**src/rtl/bcd_pkg.sv**
```systemverilog
// Shared BCD definitions for the decade up and down counters.
// Contents:
//   BCD_W        - width of one BCD digit
//   BCD_MAX      - largest legal digit value (9)
//   BCD_ZERO     - zero digit value
//   bcd_sanitise - clamps a 4-bit value to a legal BCD digit (10..15 -> 9)
package bcd_pkg;

    localparam int         BCD_W    = 4;
    localparam logic [3:0] BCD_MAX  = 4'd9;
    localparam logic [3:0] BCD_ZERO = 4'd0;

    function automatic logic [BCD_W-1:0] bcd_sanitise(input logic [BCD_W-1:0] d);
        return (d > BCD_MAX) ? BCD_MAX : d;
    endfunction

endpackage

```
**src/rtl/bcd_down_counter_if.sv**
```systemverilog
// Bus bundle for bcd_down_counter.
// Signals:
//   load     - synchronous parallel load strobe (master -> slave)
//   load_val - 4*DIGITS load value, digit i in bits [4i+3:4i] (master -> slave)
//   en       - count enable (master -> slave)
//   count    - registered BCD count (slave -> master)
//   zero     - count is all zeros (slave -> master)
//   bout     - borrow-out for cascading into a higher counter's en (slave -> master)
//   done     - one-cycle pulse after a terminal (zero) decrement (slave -> master)
interface bcd_down_counter_if #(
    parameter int DIGITS = 2
);

    logic                              load;
    logic [bcd_pkg::BCD_W*DIGITS-1:0]  load_val;
    logic                              en;
    logic [bcd_pkg::BCD_W*DIGITS-1:0]  count;
    logic                              zero;
    logic                              bout;
    logic                              done;

    modport master (
        output load, load_val, en,
        input  count, zero, bout, done
    );

    modport slave (
        input  load, load_val, en,
        output count, zero, bout, done
    );

endinterface

```
**src/rtl/bcd_down_digit.sv**
```systemverilog
// One BCD digit of the down counter.
// Ports:
//   clk      - clock
//   clr      - asynchronous active-high clear
//   load     - load ld_digit (sanitised to 0..9)
//   ld_digit - digit value to load
//   dec      - decrement this digit (0 or invalid -> 9)
//   q        - registered digit value
//   is_zero  - q equals 0
module bcd_down_digit
    import bcd_pkg::*;
(
    input  logic             clk,
    input  logic             clr,
    input  logic             load,
    input  logic [BCD_W-1:0] ld_digit,
    input  logic             dec,
    output logic [BCD_W-1:0] q,
    output logic             is_zero
);

    // NOTE: state registers use non-blocking assignments so every flop samples
    // pre-edge values, independent of block evaluation order.
    always_ff @(posedge clk or posedge clr) begin
        if (clr) begin
            q <= BCD_ZERO;
        end else if (load) begin
            q <= bcd_sanitise(ld_digit);
        end else if (dec) begin
            // Zero borrows to 9; an invalid digit (only via X/upset) also recovers to 9.
            q <= (q == BCD_ZERO || q > BCD_MAX) ? BCD_MAX : q - 4'd1;
        end
    end

    assign is_zero = (q == BCD_ZERO);

endmodule

```
**src/rtl/bcd_down_counter.sv**
```systemverilog
// Multi-digit BCD down counter with parallel load, enable, borrow-out,
// zero flag and a one-cycle done pulse on each terminal (at-zero) decrement.
// Parameters:
//   DIGITS - number of BCD digits (1..8)
//   WRAP   - 1: zero wraps to all nines; 0: zero holds
// Ports:
//   clk - clock
//   clr - asynchronous active-high clear (count -> 0, done -> 0)
//   bus - slave side of bcd_down_counter_if (load/load_val/en in,
//         count/zero/bout/done out)
module bcd_down_counter
    import bcd_pkg::*;
#(
    parameter int DIGITS = 2,
    parameter bit WRAP   = 1'b1
) (
    input  logic                 clk,
    input  logic                 clr,
    bcd_down_counter_if.slave    bus
);

    logic [DIGITS-1:0]       is_zero;
    logic [DIGITS-1:0]       dec;
    logic [BCD_W*DIGITS-1:0] count_q;
    logic                    all_zero;
    logic                    hold_at_zero;
    logic                    done_q;

    assign all_zero     = &is_zero;
    // One-shot mode freezes every digit once the whole count reaches zero.
    assign hold_at_zero = (WRAP == 1'b0) && all_zero;

    for (genvar i = 0; i < DIGITS; i++) begin : g_digit
        // Mask of the digits below digit i; empty for digit 0, so it always borrows.
        localparam logic [DIGITS-1:0] LOWER = DIGITS'((64'd1 << i) - 64'd1);

        assign dec[i] = bus.en & ~hold_at_zero & (&(is_zero | ~LOWER));

        bcd_down_digit u_digit (
            .clk      (clk),
            .clr      (clr),
            .load     (bus.load),
            .ld_digit (bus.load_val[BCD_W*i +: BCD_W]),
            .dec      (dec[i]),
            .q        (count_q[BCD_W*i +: BCD_W]),
            .is_zero  (is_zero[i])
        );
    end

    // done flags an enabled edge taken at zero, in either WRAP mode; load wins.
    always_ff @(posedge clk or posedge clr) begin
        if (clr) begin
            done_q <= 1'b0;
        end else begin
            done_q <= bus.en & ~bus.load & all_zero;
        end
    end

    assign bus.count = count_q;
    assign bus.zero  = all_zero;
    // Gated by clr so a cascaded counter sees no borrow while the chain is cleared.
    assign bus.bout  = bus.en & all_zero & ~bus.load & ~clr;
    assign bus.done  = done_q;

endmodule

```
**src/flat_wrapper.sv**
```systemverilog
// flat-port wrapper written by rule: the top's interface ports become plain ports
module bcd_down_counter_flat import bcd_pkg::*;
#(
    parameter int DIGITS = 2,
    parameter bit WRAP   = 1'b1
)
  (clk, clr, bus_load, bus_load_val, bus_en, bus_count, bus_zero, bus_bout, bus_done);
  bcd_down_counter_if #(.DIGITS(DIGITS)) bus_i ();
  input  logic clk;
  input  logic clr;
  input wire logic [$bits(bus_i.load)-1:0] bus_load;
  input wire logic [$bits(bus_i.load_val)-1:0] bus_load_val;
  input wire logic [$bits(bus_i.en)-1:0] bus_en;
  output wire logic [$bits(bus_i.count)-1:0] bus_count;
  output wire logic [$bits(bus_i.zero)-1:0] bus_zero;
  output wire logic [$bits(bus_i.bout)-1:0] bus_bout;
  output wire logic [$bits(bus_i.done)-1:0] bus_done;
  assign bus_i.load = bus_load;
  assign bus_i.load_val = bus_load_val;
  assign bus_i.en = bus_en;
  assign bus_count = bus_i.count;
  assign bus_zero = bus_i.zero;
  assign bus_bout = bus_i.bout;
  assign bus_done = bus_i.done;
  bcd_down_counter #(.DIGITS(DIGITS), .WRAP(WRAP)) u_core (.clk(clk), .clr(clr), .bus(bus_i));
endmodule
```
**config.mk**
```make
export PLATFORM = sky130hd
export DESIGN_NAME = bcd_down_counter_flat
export DESIGN_NICKNAME = d
export VERILOG_FILES = /design/src/rtl/bcd_pkg.sv /design/src/rtl/bcd_down_counter_if.sv /design/src/rtl/bcd_down_digit.sv /design/src/rtl/bcd_down_counter.sv /design/src/flat_wrapper.sv
export SDC_FILE = /design/constraint.sdc
export NUM_CORES = 1
export LEC_CHECK = 0
export BUFFER_PORTS_ARGS = -buffer_cell sky130_fd_sc_hd__buf_2
export CORE_UTILIZATION = 46
export CTS_BUF_LIST = sky130_fd_sc_hd__clkbuf_4 sky130_fd_sc_hd__clkbuf_8
export DETAILED_ROUTE_END_ITERATION = 7
export PLACE_DENSITY = 0.77
export SYNTH_ARGS = -nofsm -noshare
export SYNTH_HDL_FRONTEND = slang
export SYNTH_SLANG_ARGS = --single-unit
```
**constraint.sdc**
```tcl
create_clock -name clk -period 1.5 [get_ports clk]
set_input_delay 0.3 -clock clk [delete_from_list [all_inputs] [get_ports clk]]
set_output_delay 0.3 -clock clk [all_outputs]
set_load 0.005 [all_outputs]
```
==> results.md, run 1 <==
* Leading cell types in the layout, fill and taps excluded: buf_2 (22), buf_4 (19), dfrtp_1 (9)
* DRC at 0
* Commonest non-fill, non-tap cell in the layout: buf_2
* Port Buffers at 22
* Number of DRC markers in iteration 0 at 33
* Largest buffer count on any clock path at 2
* Failing checks: hold timing, setup timing
* Max Clk Rate at 0.544 GHz
* Filler Cell Count at 83
* First-pass GRT wire length at 2.93 mm
* Vias/cell at 6.47
* EDFF count, synth at 0
* CP max stage cell: a2111oi_0
* Aggregate routed wire length at around 2.7 mm
* Slew Viols, Final at 0
* All-layer global routing usage at 28.4%
* H-Tree Depth at 1
* Multi-input gate area at 505 um^2
* CTS sink cnt at 9
* Syn Inst Count at 73
* Clock Latency Late Sink at 0.29 ns
* RD Place Congestion at 0.864
* Static Leak at 0.000514 uW
* Initial antenna violation count at 0
* Post-layout util at 82.2%
* ANT cells at 0
* Prevailing post-synth register cell: dfrtp_1
* Worst endpoint data arrival time at between 1.5 and 2 ns
* DIE HEIGHT at 40.3 um
* Worst vdd ir at 0.000666 V
* Vias in the first global route at slightly above 600
* Antenna Nets Post-Route at 0
* Reg2Reg Depth at 7
* Cell Chain, Critical Path: inv_2 > ha_4 > nor3b_4 > buf_4 > a2111oi_0 > buf_4 > a311oi_1
* Placed cell count at 124
* Max-slew headroom at 63.0%
* Worst-path clk slew at 0.08 ns
* Pre-antenna DRT Iters at 4
* Final cell count without fillers at 134
* Routed length per instance at approximately 20 um
* Buf+Inv Stages, Crit Path at 3
* CP Class: reg -> reg
* Fin crit share at 122%
* Min Hold Slack at -0.00467 ns
* Minimum clock period at 1.84 ns
* Share of cells above drive strength 1 at 56.3%
* Mapped Area at 674 um^2
* Post-synth cell types at 35
* # setup viols final at 8
* Final hold violation count at 5
* Avg Inst Size Synth at 9.24 um^2
* Worst-Margin Slew at 0.541 ns
* Die footprint at ~1600 um^2
* Core area at 1330 um^2
* P&R area growth vs syn at 62.5%
* Worst EP required at 1.64 ns
* Nets@finish at between 100 and 150
* Peak per-stage delay on the critical path at 0.52 ns
* DR vias at 867
* Syn Nets at between 80 and 90
* Synth warnings at 0
* Share of async-settable or async-resettable flops after synthesis at 100%
* # IOs at 23
* Worst setup SP type: register
* Cell Rows at 13
* Dpl ws at -0.129 ns
* Detail Placement HPWL at 1.54 mm
* Critical Path Sink Type: register
* FF-to-FF Start: u_core.g_digit[0].u_digit.q[0]$_DFFE_PP0P_
* Reg-to-reg setup timing slack at -0.34 ns
* Largest net degree at the start of global routing at 16
* RSZ-0062 raised after global routing: yes
* Total power at approximately 1000 uW
* CTS tree: done
* Clock skew at 0.0160 ns
* Fin worst setup slack at -0.337 ns
* Register area share after synthesis at 33.4%
* DIE WIDTH at slightly above 40 um
* Worst reg2reg endpoint: u_core.g_digit[0].u_digit.q[0]$_DFFE_PP0P_
* Total grt overflow at 0
* Class of the worst hold path: in -> async
* Total CTS buffers at 3
* CP top delay family: compound AO/OA/AOI/OAI gates
* CTS root buf: clkbuf_4
* Status: finished with violations
* Most Frequent Cell on Critical Path: buf_4
* Max Cap Viol at 0
* Register Area at 225 um^2
* Initial Utilization at 50.6%
* Max FO, Critical Path at 3
* Cell Pwr Density at 895 nW/um^2
* Yosys reg bits at 9
per-stage QoR:
step	setup TNS (ns)	area, um^2
after floorplan	0	686
after global placement	-0.0771	922
after detailed placement	-0.238	922
after CTS	-0.830	978
after global routing	-1.56	1100
final	-1.04	1100
registers in the layout, summed over array words and instances, names as in the netlist:
signal                    cells
u_core.g_digit.u_digit.q      8
u_core.bus.done               1
worst register-to-register path: cells and delay by family (launching register included):
family / cells / cell delay [ns]
and+or+nand+nor: 1 / 0.15
DFF: 1 / 0.39
buffers and inverters: 3 / 0.43
AOI/OAI and AO/OA: 2 / 0.57
adders and majority gates: 1 / 0.17
how the worst max path moves through the flow:
stage | start | to | slack (ns) | cells after the start
4_1_cts | u_core.g_digit[1].u_digit.q[0]$_DFFE_PP0P_ | bus_bout | -0.29 | 6
2_1_floorplan | u_core.g_digit[1].u_digit.q[0]$_DFFE_PP0P_ | bus_bout | 0.02 | 5
3_3_place_gp | u_core.g_digit[0].u_digit.q[1]$_DFFE_PP0P_ | bus_bout | -0.03 | 6
3_5_place_dp | u_core.g_digit[0].u_digit.q[1]$_DFFE_PP0P_ | u_core.g_digit[0].u_digit.q[0]$_DFFE_PP0P_ | -0.13 | 6
5_1_grt | u_core.g_digit[1].u_digit.q[0]$_DFFE_PP0P_ | bus_bout | -0.34 | 6
6_report | u_core.g_digit[0].u_digit.q[0]$_DFFE_PP0P_ | u_core.g_digit[0].u_digit.q[0]$_DFFE_PP0P_ | -0.34 | 7
final cells by class:
| cell class | count | share of cell area, % |
|---|---|---|
| Timing Repair Buffer | 43 | 25.1 |
| Inverter | 11 | 3.77 |
| Tap cell | 15 | 1.71 |
| Clock buffer | 4 | 2.74 |
| Sequential cell | 9 | 20.5 |
| Multi-Input combinational cell | 52 | 46.1 |
logic make-up after synthesis:
family | count (synthesis) | share of synthesized area (%)
AO/OA/AOI/OAI | 24 | 28.8
flip-flops | 9 | 33.4
buffers and inverters | 12 | 6.86
adder cells (fa/ha/maj) | 4 | 7.42
AND/OR/NAND/NOR | 24 | 23.6
report_power, final:
part | total (uW) | switching, uW | internal [uW]
combinational | 445 | 224 | 221
sequential | 303 | 35.3 | 268
clock | 233 | 111 | 121
total | 981 | 370 | 611
Yosys cell counts, types with 2 or more instances:
cell type / count / area [um^2]
ha_1: 4 / 50.1
nor3_1: 5 / 25.0
nor3b_2: 2 / 25.0
nand2_1: 3 / 11.3
o21bai_1: 4 / 30.0
o21ai_0: 3 / 15.0
nor2b_1: 2 / 12.5
dfrtp_1: 9 / 225
a311oi_1: 2 / 17.5
inv_1: 11 / 41.3
nor2_1: 4 / 15.0
what timing repair did:
| action | 4_1_cts | 5_1_grt |
|---|---|---|
| resized for setup | 4 | 17 |
| hold buffers | 0 | 0 |
| buffers inserted | 1 | 6 |
| hold endpoints to repair | 0 | 0 |
| cloned | 0 | 0 |
| endpoints found under the setup margin | 6 | 10 |
| pin swaps | 3 | 6 |
layer usage:
layer | global-route usage [%] | vias to the layer above | wire length (um)
li1 | - | 371 | -
met1 | 40.6 | 411 | 943
met2 | 41.9 | 69 | 1330
met3 | 7.78 | 16 | 315
met4 | 7.50 | 0 | 99
met5 | 0 | - | 0
No activity file was read; power rests on OpenSTA's default activity.
==> run 2, diff against run 1 <==
--- a/config.mk
+++ b/config.mk
@@ -6,10 +6,11 @@
 export NUM_CORES = 1
 export LEC_CHECK = 0
 export BUFFER_PORTS_ARGS = -buffer_cell sky130_fd_sc_hd__buf_2
-export CORE_UTILIZATION = 46
-export CTS_BUF_LIST = sky130_fd_sc_hd__clkbuf_4 sky130_fd_sc_hd__clkbuf_8
+export CORE_UTILIZATION = 43
+export CTS_CLUSTER_DIAMETER = 120
 export DETAILED_ROUTE_END_ITERATION = 7
-export PLACE_DENSITY = 0.77
+export PLACE_DENSITY = 0.73
 export SYNTH_ARGS = -nofsm -noshare
 export SYNTH_HDL_FRONTEND = slang
+export SYNTH_HIERARCHICAL = 1
 export SYNTH_SLANG_ARGS = --single-unit
==> run 2 against run 1 <==
  * The flow finishes with violations (setup timing)
  * Core utilization is 0.63 points higher
  * Worst setup slack got worse by 0.061 ns
  * Sequential share of layout area down 0.88 points
  * Non-clock buffer count up 5
  * Largest power group unchanged
==> results.md, run 2 <==
* ANT cells at 0
* Core area at roughly 1400 um^2
* Post-layout util at 82.8%
* Failing checks: setup timing
* Avg Inst Size Synth at approximately 8.7 um^2
* Mapped Area at 678 um^2
* Final cell count without fillers at between 100 and 150
* Syn Inst Count at 78
* Fin worst setup slack at -0.397 ns
* DRC at 0
* Multi-input gate area at 512 um^2
* Total power at 898 uW
* Max Cap Viol at 0
* EDFF count, synth at 0
* Max-slew headroom at between 70% and 80%
* Initial Utilization at 49.0%
* Largest reg by FF count: u_core/g_digit.u_digit/q
* Largest family of logic cells by synthesized area: compound AO/OA/AOI/OAI gates
* Filler Cell Count at 72
* Nets@finish at 149
* CTS tree: done
* Detail Placement HPWL at 1.51 mm
* Aggregate routed wire length at 2.43 mm
* CTS sink cnt at 9
* Die footprint at 1740 um^2
* Slew Viols, Final at 0
* DIE HEIGHT at 41.7 um
* Clock Latency Late Sink at 0.26 ns
* DR vias at 883
* Adder-Cell Fraction of Synth Area at 11.1%
* Post-Synth Simple-Gate Area at 22.0%
* Max Clk Rate at 0.527 GHz
* Clock skew at 0.00440 ns
* Vias/cell at 6.09
* Worst EP required at 1.20 ns
* Post-synth cell types at 22
* Critical Path Sink Type: output pin
* Dpl ws at -0.236 ns
* Prevailing post-synth register cell: dfrtp_1
* Final hold violation count at 0
* Worst endpoint data arrival time at 1.60 ns
* # IOs at 23
* Share of cells above drive strength 1 at 53.1%
* Worst setup SP type: register
* Int Power at 583 uW
* First-pass GRT wire length at 3.19 mm
* Largest net degree at the start of global routing at 10
* Largest buffer count on any clock path at 2
* Routed length per instance at between 15 and 20 um
* Comb power frac at roughly 47%
* Top-count cell post-synth: inv_1
* Leading cell types in the layout, fill and taps excluded: buf_4 (23), buf_2 (21), dfrtp_1 (9)
* Vias in the first global route at 707
* Clk network pwr share at 20.6%
* Worst vdd ir at 0.000728 V
* Initial antenna violation count at 0
* P&R area growth vs syn at 68.8%
* Antenna Nets Post-Route at 0
* Placed cell count at approximately 130
* RD Place Congestion at 0.857
* Share of async-settable or async-resettable flops after synthesis at between 90% and 100%
* Register Area at 225 um^2
* Post-Synth XOR/XNOR Area at 0%
* Sequential Power Share at 32.0%
* Minimum clock period at about 1.9 ns
* CTS root buf: clkbuf_4
* Synth Area in Compound Gates at around 28%
* Register area share after synthesis at 33.2%
* Worst-Margin Slew at between 0.3 and 0.4 ns
* Static Leak at between 0.0005 and 0.0006 uW
* Fin crit share at 126%
* Synth top cells by count: inv_1 (11), dfrtp_1 (9), o21ai_1 (8)
* H-Tree Depth at 1
* Total CTS buffers at 3
* # setup viols final at 6
* Cell Rows at 13
* Total grt overflow at 0
* Port Buffers at 22
* Mux cell area share after synthesis at 0%
* Sw power at 315 uW
* RSZ-0062 raised after global routing: yes
* Status: finished with violations
* Pre-antenna DRT Iters at 4
* Synth warnings at 6
* Commonest non-fill, non-tap cell in the layout: buf_4
* Share of the synthesized area in the top cell type at 33.2%
* Max FO, Critical Path at 2
* All-layer global routing usage at between 20% and 30%
* Max FFs per register at 8
* Worst-path clk slew at about 0.060 ns
* Class of the worst hold path: in -> reg
* Syn Nets at 96
* Number of DRC markers in iteration 0 at 43
* CP Class: reg -> out
* Post-synth top area cell: dfrtp_1
* Yosys reg bits at 9
* Area contributors post-synth: dfrtp_1 (33%), ha_1 (11%), inv_1 (6.1%), o21ai_1 (5.9%), nand3b_1 (4.4%)
* Cell Pwr Density at ~780 nW/um^2
* DIE WIDTH at 41.7 um
* Switching fraction of total power at 35.1%
[run 2: final cells by class]
| type | instances | share of cell area, % |
|---|---|---|
| Multi-Input combinational cell | 58 | 44.7 |
| Timing Repair Buffer | 48 | 28.1 |
| Sequential cell | 9 | 19.7 |
| Inverter | 11 | 3.61 |
| Clock buffer | 4 | 2.30 |
| Tap cell | 15 | 1.64 |
[run 2: stage by stage]
stage / hold slack (ns) / setup TNS [ns] / area [um^2]
after global routing: 0.299 / -1.72 / 1140
after detailed placement: 0.169 / -0.632 / 943
final: 0.299 / -1.33 / 1140
after CTS: 0.286 / -1.04 / 1030
after global placement: 0.159 / -0.342 / 943
after floorplan: 0.0338 / -0.311 / 679
[run 2: worst paths after layout]
check,startpoint,to,slack [ns],cells past startpoint
min in group asynchronous,clr,u_core/bus.done$_DFF_PP0_,0.47,3
worst min register to register,u_core/g_digit[1].u_digit/q[0]$_DFFE_PP0P_,u_core/g_digit[1].u_digit/q[0]$_DFFE_PP0P_,0.65,2
worst max-delay path,u_core/g_digit[0].u_digit/q[0]$_DFFE_PP0P_,bus_bout,-0.40,8
max in group asynchronous,clr,u_core/g_digit[1].u_digit/q[1]$_DFFE_PP0P_,0.80,3
worst max register to register,u_core/g_digit[0].u_digit/q[0]$_DFFE_PP0P_,u_core/g_digit[1].u_digit/q[3]$_DFFE_PP0P_,-0.32,9
worst min-delay path,bus_load_val[7],u_core/g_digit[1].u_digit/q[3]$_DFFE_PP0P_,0.30,3
[run 2: what timing repair did]
action	CTS	global route
buffers inserted	2	5
endpoints found under the setup margin	6	7
hold buffers	1	0
resized for setup	9	15
pin swaps	5	7
endpoints found under the hold margin	9	0
[run 2: cell families after synthesis]
group | Yosys count
buffers and inverters | 11
adders and majority gates | 6
AOI/OAI and AO/OA | 28
DFF | 9
and+or+nand+nor | 24
[run 2: power by group through the flow]
stage                     Sequential, uW  Combinational (uW)  Clock (uW)
after floorplan                      306                 130           0
after global placement               286                 306           0
after detailed placement             287                 318           0
after CTS                            286                 347         191
after global routing                 290                 454         207
final                                288                 426         185
[run 2: metal layers]
metal / part of all wire [%] / track usage (%) / vias up
met5: 0 / 0 / -
met4: 5.5 / 11.0 / 0
met1: 39 / 30.5 / 422
met2: 46 / 39.1 / 56
met3: 8.7 / 8.26 / 16
li1: - / - / 389
[run 2: critical path, stage by stage (launching register included)]
cell	delay, ns
dfrtp_1	0.38
inv_2	0.09
ha_4	0.16
nand2b_4	0.06
nor2_4	0.10
buf_6	0.10
and4b_1	0.21
and2_1	0.13
buf_2	0.10
==> run 3, diff against run 2 <==
--- a/config.mk
+++ b/config.mk
@@ -5,11 +5,12 @@
 export SDC_FILE = /design/constraint.sdc
 export NUM_CORES = 1
 export LEC_CHECK = 0
+export ABC_AREA = 1
 export BUFFER_PORTS_ARGS = -buffer_cell sky130_fd_sc_hd__buf_2
-export CORE_UTILIZATION = 43
+export CORE_UTILIZATION = 45
 export CTS_CLUSTER_DIAMETER = 120
 export DETAILED_ROUTE_END_ITERATION = 7
-export PLACE_DENSITY = 0.73
+export PLACE_DENSITY = 0.74
 export SYNTH_ARGS = -nofsm -noshare
 export SYNTH_HDL_FRONTEND = slang
 export SYNTH_HIERARCHICAL = 1
==> run 3 against run 2 <==
  * The run ends with DRC, setup timing left
  * Power increased by 25%
  * Clock power increased by 8%
  * Final cell count increased by 21%
  * Die area grew 8.5%
  * Wire length is 15% lower
  * Hold slack improved by 0.042 ns
  * Critical path depth fell by 1
  * Register-to-register slack improved by 0.40 ns
  * First-iteration DRC count is 56% lower
  * Core utilization shrank 11 points
==> results.md, run 3 <==
* Status: finished with violations
* Failing checks: DRC, setup timing
* Largest reg by FF count: u_core/g_digit.u_digit/q
* Clock Latency Late Sink at between 0.2 and 0.3 ns
* Placed cell count at 164
* Largest family of logic cells by synthesized area: simple AND/OR/NAND/NOR gates
* Yosys reg bits at 9
* Initial Utilization at approximately 50%
* Pre-antenna DRT Iters at 6
* CTS tree: done
* Worst-Margin Slew at 0.290 ns
* Critical Path Sink Type: output pin
* Die footprint at approximately 1900 um^2
* Post-layout util at between 70% and 80%
* Register area share after synthesis at 29.1%
* Syn Inst Count at 116
* Max FO, Critical Path at 3
* Area contributors post-synth: dfrtp_1 (29%), nand2_1 (15%), ha_1 (9.7%), inv_1 (9.7%), nor2_1 (5.3%)
* Vias in the first global route at 847
* Port Buffers at 22
* Vias/cell at 4.99
* Share of the synthesized area in the top cell type at 29.1%
* Final cell count without fillers at around 180
* Total CTS buffers at 3
* Slew Viols, Final at 0
* Initial antenna violation count at 0
* Detail Placement HPWL at 1.45 mm
* P&R area growth vs syn at 44.0%
* Static Leak at 0.000670 uW
* EDFF count, synth at 0
* Aggregate routed wire length at 2.06 mm
* Final Cell Area at 1110 um^2
* Nets@finish at 179
* Syn Nets at around 130
* Commonest non-fill, non-tap cell in the layout: nand2_1
* Avg Inst Size Synth at 6.67 um^2
* Dpl cell area at ~980 um^2
* RD Place Congestion at 0.890
* Class of the worst hold path: in -> reg
* DRC at 2
* All-layer global routing usage at 25.9%
* Antenna Nets Post-Route at 0
* Largest buffer count on any clock path at 2
* CTS root buf: clkbuf_4
* Mapped Area at approximately 770 um^2
* Worst setup SP type: register
* DR vias at 878
* Adder-Cell Fraction of Synth Area at 9.71%
* Min Hold Slack at 0.341 ns
* Number of DRC markers in iteration 0 at 19
* First-pass GRT wire length at approximately 3.6 mm
* Core area at 1560 um^2
* # setup viols final at 2
* Max Clk Rate at 0.621 GHz
* RSZ-0062 raised after global routing: yes
* Share of async-settable or async-resettable flops after synthesis at 100%
* Fin worst setup slack at -0.111 ns
* Fin crit share at 107%
* Cell Pwr Density at 1010 nW/um^2
* Synth top cells by count: nand2_1 (30), inv_1 (20), nor2_1 (11)
* # IOs at 23
* Total grt overflow at 0
* DIE HEIGHT at 43.5 um
* Largest net degree at the start of global routing at 12
* DIE WIDTH at 43.5 um
* Synth Area in Compound Gates at between 8 and 9%
* Worst EP required at ~1.2 ns
* Leading cell types in the layout, fill and taps excluded: nand2_1 (28), buf_2 (22), buf_4 (17)
* Mux cell area share after synthesis at 0%
* Worst endpoint data arrival time at 1.31 ns
* Synth warnings at 6
* Routed length per instance at between 10 and 15 um
* Minimum clock period at 1.61 ns
* Max Cap Viol at 0
* Cell Rows at 14
* Reg-to-reg setup timing slack at 0.08 ns
* Share of cells above drive strength 1 at 43.1%
* Final hold violation count at 0
* Top-count cell post-synth: nand2_1
* Clock skew at between 0.002 and 0.0025 ns
* Max-slew headroom at between 80% and 90%
* ANT cells at 0
* Worst-path clk slew at roughly 0.07 ns
* Post-Synth XOR/XNOR Area at about 2.3%
* Prevailing post-synth register cell: dfrtp_1
* Worst vdd ir at 0.000642 V
* H-Tree Depth at 1
* Post-Synth Simple-Gate Area at 37.5%
* Post-synth top area cell: dfrtp_1
* Post-synth cell types at 19
* Max FFs per register at 8
* CP Class: reg -> out
* CTS sink cnt at 9
## run 3: cell types whose count changed after synthesis, sizes merged, moves of 8 or more
cell,change
a21oi,+8
inv,+13
nand2,+29
nand3,+10
nor2,+11
## run 3: cell type report
type | instances | area, um^2
multi-input combinational | 81 | 494
fill | 135 | 445
timing repair buffer | 40 | 248
sequential | 9 | 225
inverter | 26 | 100
clock buffer | 4 | 26.3
tap | 16 | 20.0
## run 3: logic make-up after synthesis
group           count (synthesis)
fa+ha+maj                       6
simple gates                   61
compound gates                 12
xor+xnor                        2
buf+inv                        26
flops                           9
## run 3: path summary, 6_finish.rpt
path,startpoint,end,cells past startpoint
max in group asynchronous,clr,u_core/g_digit[1].u_digit/q[0]$_DFFE_PP0P_,3
worst min-delay path,bus_en,u_core/g_digit[0].u_digit/q[2]$_DFFE_PP0P_,3
worst min register to register,u_core/g_digit[1].u_digit/q[0]$_DFFE_PP0P_,u_core/g_digit[1].u_digit/q[0]$_DFFE_PP0P_,3
worst max register to register,u_core/g_digit[0].u_digit/q[1]$_DFFE_PP0P_,u_core/g_digit[1].u_digit/q[2]$_DFFE_PP0P_,11
min in group asynchronous,clr,u_core/bus.done$_DFF_PP0_,3
worst max-delay path,u_core/g_digit[0].u_digit/q[1]$_DFFE_PP0P_,bus_bout,7
## run 3: per-stage QoR
stage	total power, uW	setup WS [ns]	setup TNS, ns
6_report	1120	-0.111	-0.140
5_1_grt	1220	-0.184	-0.314
4_1_cts	1090	-0.0977	-0.107
3_5_place_dp	805	0.0327	0
3_3_place_gp	789	0.104	0
2_1_floorplan	604	0.128	0
## run 3: layer usage
metal	global-route usage (%)	up-vias	part of all wire (%)
li1	-	443	-
met1	32.5	405	45
met2	42.1	28	49
met3	6.67	2	5.0
met4	11.3	0	0.92
met5	0	-	0
## run 3: where the power goes
part / internal [uW] / switching [uW] / leakage, uW
clock network: 103 / 97.2 / 0.0000150
logic: 281 / 333 / 0.000545
registers: 283 / 27.1 / 0.000110
total: 667 / 457 / 0.000670
## run 3: critical path: stages (launching register included)
cell and delay (ns):
dfrtp_1 0.39, inv_2 0.09, ha_4 0.16, nand2_4 0.07, inv_4 0.08, nand2_4 0.05
nor3_2 0.09, buf_2 0.13
## run 3: what timing repair did
item / in CTS / in global routing
endpoints found under the hold margin: 9 / 0
pin swaps: 4 / 1
resized for setup: 12 / 4
setup endpoints to repair: 2 / 3
hold buffers: 1 / 0
buffers inserted: 6 / 1
